**src/rtl/quad_input_conditioner.sv**
```systemverilog
// Quadrature input conditioner: 2-FF synchronisers and per-channel debounce for
// encoder pins A/B, with change pulse, sticky simultaneous-edge error and glitch counter.
module quad_input_conditioner #(
    parameter int DEB_CYC = 8,
    localparam int CNT_W = $clog2(DEB_CYC)
) (
    input  logic       clk,
    input  logic       rst,
    input  logic       a_raw,
    input  logic       b_raw,
    input  logic       err_clr,
    output logic       a,
    output logic       b,
    output logic       chg,
    output logic       err,
    output logic [7:0] glitch_cnt
);

    localparam logic [CNT_W-1:0] CNT_MAX = CNT_W'(DEB_CYC - 1);

    logic             a_s1_p0, a_s2_p1;
    logic             b_s1_p0, b_s2_p1;
    logic [CNT_W-1:0] a_cnt, b_cnt;
    logic [CNT_W+1:0] a_step, b_step;
    logic             a_upd, a_glt, b_upd, b_glt;

    // Returns {update, glitch, next_count} for one channel.
    function automatic logic [CNT_W+1:0] deb_step(input logic s, input logic q,
                                                 input logic [CNT_W-1:0] cnt);
        logic             upd;
        logic             glt;
        logic [CNT_W-1:0] nxt;
        upd = 1'b0;
        glt = 1'b0;
        nxt = cnt;
        if (s != q) begin
            if (cnt == CNT_MAX) begin
                upd = 1'b1;
                nxt = '0;
            end else begin
                nxt = cnt + 1'b1;
            end
        end else if (cnt != '0) begin
            glt = 1'b1;
            nxt = '0;
        end
        return {upd, glt, nxt};
    endfunction

    function automatic logic [7:0] sat_add(input logic [7:0] x, input logic [1:0] inc);
        logic [8:0] sum;
        sum = {1'b0, x} + {7'b0, inc};
        return sum[8] ? 8'hFF : sum[7:0];
    endfunction

    always_comb begin
        a_step = deb_step(a_s2_p1, a, a_cnt);
        b_step = deb_step(b_s2_p1, b, b_cnt);
        a_upd  = a_step[CNT_W+1];
        a_glt  = a_step[CNT_W];
        b_upd  = b_step[CNT_W+1];
        b_glt  = b_step[CNT_W];
    end

    // Stage p0/p1: synchroniser; debounce and flags run off the p1 sample.
    always_ff @(posedge clk) begin
        if (!rst) begin
            a_s1_p0    <= 1'b1;
            a_s2_p1    <= 1'b1;
            b_s1_p0    <= 1'b1;
            b_s2_p1    <= 1'b1;
            a_cnt      <= '0;
            b_cnt      <= '0;
            a          <= 1'b1;
            b          <= 1'b1;
            chg        <= 1'b0;
            err        <= 1'b0;
            glitch_cnt <= '0;
        end else begin
            a_s1_p0 <= a_raw;
            a_s2_p1 <= a_s1_p0;
            b_s1_p0 <= b_raw;
            b_s2_p1 <= b_s1_p0;
            a_cnt   <= a_step[CNT_W-1:0];
            b_cnt   <= b_step[CNT_W-1:0];
            if (a_upd) a <= a_s2_p1;
            if (b_upd) b <= b_s2_p1;
            chg <= a_upd | b_upd;
            // A simultaneous update outranks a pending clear.
            if (a_upd && b_upd) err <= 1'b1;
            else if (err_clr)   err <= 1'b0;
            glitch_cnt <= sat_add(glitch_cnt, {1'b0, a_glt} + {1'b0, b_glt});
        end
    end

endmodule

```
**config.mk**
```make
export PLATFORM = sky130hd
export DESIGN_NAME = quad_input_conditioner
export DESIGN_NICKNAME = d
export VERILOG_FILES = /design/src/rtl/quad_input_conditioner.sv
export SDC_FILE = /design/constraint.sdc
export NUM_CORES = 1
export LEC_CHECK = 0
export ABC_CLOCK_PERIOD_IN_PS = 1700
export BUFFER_PORTS_ARGS = -buffer_cell sky130_fd_sc_hd__buf_2
export CORE_UTILIZATION = 47
export DETAILED_ROUTE_END_ITERATION = 10
export PLACE_DENSITY = 0.72
export RECOVER_POWER = 50
export SKIP_CTS_REPAIR_TIMING = 1
export SLEW_MARGIN = 20
export SYNTH_ARGS = -nofsm -noshare
export SYNTH_HDL_FRONTEND = slang
export SYNTH_SLANG_ARGS = --single-unit
```
**constraint.sdc**
```tcl
create_clock -name clk -period 1.7 [get_ports clk]
set_clock_uncertainty 0.05 [all_clocks]
set_input_delay 0.085 -clock clk [delete_from_list [all_inputs] [get_ports clk]]
set_output_delay 0.085 -clock clk [all_outputs]
set_load 0.005 [all_outputs]
```
==> flow_summary.json, run 1 <==
{
  "status": "finished with violations",
  "violations": "setup timing",
  "min-delay-start": "rst",
  "place_hpwl_um": 1300,
  "synth_area_um2": 922,
  "endpoint_kind": "flop",
  "p_comb_share_pct": 8.1,
  "grt_usage_pct": 18.3,
  "grt_antenna_before_repair": 0,
  "wl_per_cell_um": 13.2,
  "cts_tree": "done",
  "fmax_mhz": 544,
  "worstHoldPathType": "input pin to flop",
  "fp-row-count": 15,
  "numCtsBuffers": 3,
  "leakagePower_nw": 0.548,
  "core_area_mm2": 0.00178,
  "die_area_mm2": 0.00214,
  "worstMarginPinSlew_ns": 0.297,
  "rsz0062_at_grt": "yes",
  "setup_violations": 8,
  "synthesis.nets": 108,
  "crit_required_ns": 1.91,
  "fin_crit_ns": 1.84,
  "grt_pass1_wl_um": 2770,
  "grt_pass1_vias": 677,
  "ys_seq_area_share_pct": 47.8,
  "area_growth_pct": 38.4,
  "die_width_um": 46.3,
  "pwr_density_cell_mw_per_mm2": 798,
  "pre_cts_slack_ns": -0.118,
  "hold_depth": 2,
  "p_sw_share_pct": 20.4,
  "fin_area_mm2": 0.00128,
  "slew_viol_final": 0,
  "crit_buf_inv": 2,
  "grt_overflow": 0,
  "fill_cells": 136,
  "p_switching_w": 0.000208,
  "initial_core_util_pct": 51.7,
  "clock_path_buffers": 2,
  "grt_max_degree": 17,
  "regToRegEndpoint": "glitch_cnt[2]",
  "regToRegSetupSlack_ns": -0.14,
  "yosys.area.top_type": "dfxtp_1",
  "clockRootBuffer": "clkbuf_4",
  "placed_area_mm2": 0.00112,
  "num_io_pins": 17,
  "via_per_inst": 5.22,
  "reg2reg_depth": 9,
  "fin_ws_ns": -0.138,
  "drive_gt1_share_pct": 37.7,
  "port_buffers": 16,
  "synth_seq_cells": 22,
  "p_int_w": 0.000811,
  "cts_sinks": 22,
  "criticalPathCategory": "flop to flop",
  "vias": 809,
  "path_depth": 9,
  "routed_wl_um": 2040,
  "crit_arrival_ns": 2.05,
  "clk_latency_ns": 0.30,
  "place.gp.congestion": 0.813,
  "p_total_w": 0.00102,
  "antenna_cells": 0,
  "synth_top_cell_area_share_pct": 47.8,
  "fin_setup_tns_ns": -0.666,
  "peakVddDrop_uv": 594,
  "synth_cell_types": 27,
  "start_kind": "flop",
  "drtIter0Drc": 14,
  "clkTransAtPathRegs_ns": 0.13,
  "syn-mean-instance-area_um2": 9.61,
  "layout.nets": 143,
  "syn_inst": 96,
  "reg2reg_from": "b_cnt[1]",
  "hold-worst-slack_ns": 0.0386,
  "crit_slowest_cell": "fa_2",
  "power_frac_seq_pct": 52.9,
  "crit_path_cell_trace": "inv_2, ha_2, nor2b_4, nor2_4, fa_2, buf_4, and3_1, o22ai_1, and2_1",
  "drc": 0,
  "drtPass1Iterations": 4,
  "fin_crit_sh_pct": 108,
  "pwr-share-clk_pct": 39.0,
  "yosys-top-cells-area": "dfxtp_1 (48%), ha_1 (8.1%), a21oi_1 (4.3%)",
  "h-tree-depth": 1,
  "slowest_delay_ns": 0.43,
  "yosysWarnings": 0,
  "die_y_um": 46.3,
  "hold_path_end": "b",
  "cp_max_fo": 4,
  "hold_viol": 0,
  "relSlewSlack_pct": 80.2,
  "cap_viol_max_count": 0,
  "critPathTopFamily": "adder cells",
  "ant_nets": 0
}
==> logic make-up after synthesis <==
kind of cell / synth area share [%]
simple gates: 20.1
flops: 47.8
compound gates: 12.3
fa+ha+maj: 10.3
buf+inv: 2.58
xor+xnor: 4.75
mux: 2.17
==> power by group through the flow <==
stage	registers, W	clock network (W)	logic [W]
6_report	0.000539	0.000397	0.0000822
3_5_place_dp	0.000549	0	0.0000662
5_1_grt	0.000541	0.000427	0.0000888
4_1_cts	0.000538	0.000403	0.0000666
2_1_floorplan	0.000549	0	0.0000346
3_3_place_gp	0.000548	0	0.0000639
==> cell type report <==
class	count	area, µm²	share of cell area, %
multi-input combinational	68	532	41.7
sequential	22	445	34.9
timing repair buffer	31	196	15.4
tap	25	31.3	2.45
clock inverter	1	30.0	2.35
clock buffer	3	22.5	1.76
inverter	5	18.8	1.47
==> flip-flops by register name, summed over array words and instances, names as in the netlist <==
signal / flops
b: 1
b_s2_p1: 1
chg: 1
a_s2_p1: 1
b_s1_p0: 1
a: 1
glitch_cnt: 8
a_s1_p0: 1
a_cnt: 3
err: 1
b_cnt: 3
==> layer usage <==
metal,up-vias,GRT usage (%),wire (µm),share of wire (%)
met2,15,28.5,1030,50
li1,405,-,-,-
met1,387,23.8,934,46
met4,0,9.41,13,0.64
met3,2,3.53,63,3.1
met5,-,0,0,0
==> synth_stat cells, drive strengths merged <==
cell,n
a211oi,2
a21oi,8
a22oi,1
a31oi,2
and2,1
and3,3
and4,1
buf,1
dfxtp,22
fa,1
ha,6
inv,5
mux2i,2
nand2,7
nand2b,5
nand3,5
nand4,3
nor2,4
nor2b,2
nor3,2
o21a,2
o21ai,2
o22ai,1
o31ai,1
or3,2
xnor2,2
xor2,3
==> worst max path at each step <==
| stage | from | end | slack [ns] |
|---|---|---|---|
| final | b_cnt[1] | glitch_cnt[2] | -0.14 |
| after global routing | b_cnt[0] | glitch_cnt[2] | -0.19 |
| after CTS | b_cnt[0] | glitch_cnt[6] | -0.14 |
| after detailed placement | b_cnt[0] | glitch_cnt[6] | -0.12 |
| after global placement | b_cnt[0] | glitch_cnt[5] | -0.08 |
| after floorplan | b_cnt[0] | glitch_cnt[6] | -0.01 |
==> placed cells by master (no fill, tap or decap), drive strengths merged, types with 3 or more instances in the layout <==
cell type,synthesis,routed
buf,1,25
dfxtp,22,22
a21oi,8,8
nand2,7,7
ha,6,6
clkbuf,0,6
nand2b,5,5
nand3,5,5
inv,5,5
nor2,4,4
and3,3,3
nand4,3,3
dlygate4sd3,0,3
xor2,3,3
==> through the flow <==
stage               utilization, %  std cells
floorplan                        -         96
global placement              63.0        146
detailed placement            63.0        146
CTS                           66.0        150
global route                  71.6        155
finish                        71.6        155
Note: power is estimated with default switching activity, not from simulation.
==> run 2: changes to the inputs <==
--- a/config.mk
+++ b/config.mk
@@ -5,11 +5,11 @@
 export SDC_FILE = /design/constraint.sdc
 export NUM_CORES = 1
 export LEC_CHECK = 0
-export ABC_CLOCK_PERIOD_IN_PS = 1700
+export ABC_CLOCK_PERIOD_IN_PS = 2300
 export BUFFER_PORTS_ARGS = -buffer_cell sky130_fd_sc_hd__buf_2
-export CORE_UTILIZATION = 47
+export CORE_UTILIZATION = 55
 export DETAILED_ROUTE_END_ITERATION = 10
-export PLACE_DENSITY = 0.72
+export PLACE_DENSITY = 0.79
 export RECOVER_POWER = 50
 export SKIP_CTS_REPAIR_TIMING = 1
 export SLEW_MARGIN = 20
==> constraint.sdc (replaced) <==
create_clock -name clk -period 2.3 [get_ports clk]
set_clock_uncertainty 0.05 [all_clocks]
set_input_delay 0.115 -clock clk [delete_from_list [all_inputs] [get_ports clk]]
set_output_delay 0.115 -clock clk [all_outputs]
set_load 0.005 [all_outputs]
==> run 2 against run 1 <==
  * Largest power group unchanged
  * Non-clock buffer count fell by 12
  * The run ends with hold timing left
  * Die area fell by 14%
  * Global-route usage fell by 0.63 points
  * Critical path type unchanged
==> flow_summary.json, run 2 (same netlist as run 1, synthesis figures left out) <==
{
  "status": "finished with violations",
  "violations": "hold timing",
  "critPathTopFamily": "adder cells",
  "clk_latency_ns": 0.31,
  "grt_overflow": 0,
  "largest_reg_flops": 8,
  "h-tree-depth": 1,
  "setup_violations": 0,
  "min-delay-start": "err_clr",
  "crit_start": "a",
  "fin_crit_ns": 1.98,
  "relSlewSlack_pct": 77.7,
  "start_kind": "flop",
  "crit_required_ns": 2.48,
  "place.gp.congestion": 0.785,
  "fin_crit_sh_pct": 86.3,
  "fin_setup_tns_ns": 0,
  "clkTransAtPathRegs_ns": 0.12,
  "cts_tree": "done",
  "leakagePower_nw": 0.460,
  "hold_viol": 1,
  "final_core_utilization_pct": 70.0,
  "fin_ws_ns": 0.315,
  "via_per_inst": 5.49,
  "fp-row-count": 14,
  "clockRootBuffer": "clkbuf_4",
  "reg2reg_from": "a",
  "place_hpwl_um": 1160,
  "grt_pass1_wl_um": 2370,
  "drc": 0,
  "layout.nets": 131,
  "slowest_delay_ns": 0.49,
  "rsz0062_at_grt": "no",
  "top_register": "glitch_cnt",
  "ant_nets": 0,
  "slew_viol_final": 0,
  "criticalPathCategory": "flop to flop",
  "clock_path_buffers": 2,
  "num_io_pins": 17,
  "drive_gt1_share_pct": 16.1,
  "numCtsBuffers": 3,
  "core_area_mm2": 0.00154,
  "die_y_um": 42.9,
  "vias": 736,
  "grt_pass1_vias": 583,
  "cp_max_fo": 5,
  "cts_sinks": 22,
  "layout_common_cells": "dfxtp_1 (22), buf_2 (14), a21oi_1 (8)",
  "pwr_density_cell_mw_per_mm2": 603,
  "drtPass1Iterations": 4,
  "grt_usage_pct": 17.6,
  "die_area_mm2": 0.00184,
  "endpoint_kind": "flop",
  "layout_commonest_cell": "dfxtp_1",
  "peakVddDrop_uv": 472,
  "hold-worst-slack_ns": -0.00149,
  "antenna_cells": 0,
  "port_buffers": 16,
  "crit_arrival_ns": 2.17,
  "fill_cells": 130,
  "cap_viol_max_count": 0,
  "area_growth_pct": 17.0,
  "die_width_um": 42.9,
  "worstMarginPinSlew_ns": 0.333,
  "wl_per_cell_um": 11.8,
  "p_total_w": 0.000650,
  "crit_buf_inv": 0,
  "crit_slowest_cell": "fa_1",
  "crit_path_cell_trace": "xor2_1, nor2_1, fa_1, nand4_1, nor3_1, a211oi_1",
  "drtIter0Drc": 19,
  "pre_cts_slack_ns": 0.339,
  "routed_wl_um": 1590,
  "worstHoldPathType": "input pin to flop",
  "grt_antenna_before_repair": 0,
  "initial_core_util_pct": 59.8,
  "grt_max_degree": 17,
  "largestRegisters": "glitch_cnt (8), a_cnt (3), b_cnt (3)",
  "fmax_mhz": 504
}
## run 2: worst paths after layout
path,endpoint,slack (ns),cells after the start
worst max-delay path,glitch_cnt[6],0.32,6
worst min-delay path,err,-0.001,3
worst max register to register,glitch_cnt[6],0.32,6
worst min register to register,a_s2_p1,0.38,1
## run 2: area by class of cell
cell class / count / area, µm² / share of cell area, %
clock buffers: 4 / 36.3 / 3.36
inverters: 5 / 18.8 / 1.74
multi-input cells: 68 / 458 / 42.5
flip-flops and latches: 22 / 440 / 40.8
well taps: 16 / 20.0 / 1.86
repair buffers: 19 / 105 / 9.74
## run 2: routing by layer
metal / track usage [%] / vias up / routed length (µm)
met1: 22.8 / 325 / 740
met4: 10.9 / 0 / 33
li1: - / 381 / -
met2: 27.6 / 25 / 732
met5: 0 / - / 0
met3: 2.55 / 5 / 80
## run 2: per-stage QoR
step                cell area [µm²]  cells
global placement               1020    128
detailed placement             1020    128
global route                   1080    134
floorplan                       922     96
finish                         1080    134
CTS                            1060    132
## run 2: report_power, final
group | internal (W) | total (W) | switching [W]
clock network | 0.0000968 | 0.000212 | 0.000116
registers | 0.000390 | 0.000397 | 0.00000707
logic | 0.0000199 | 0.0000408 | 0.0000208
## run 2: worst reg2reg max path: stages (launching register included)
cell and delay (ns):
dfxtp_1 0.42, xor2_1 0.32, nor2_1 0.12, fa_1 0.49, nand4_1 0.20, nor3_1 0.08
a211oi_1 0.23
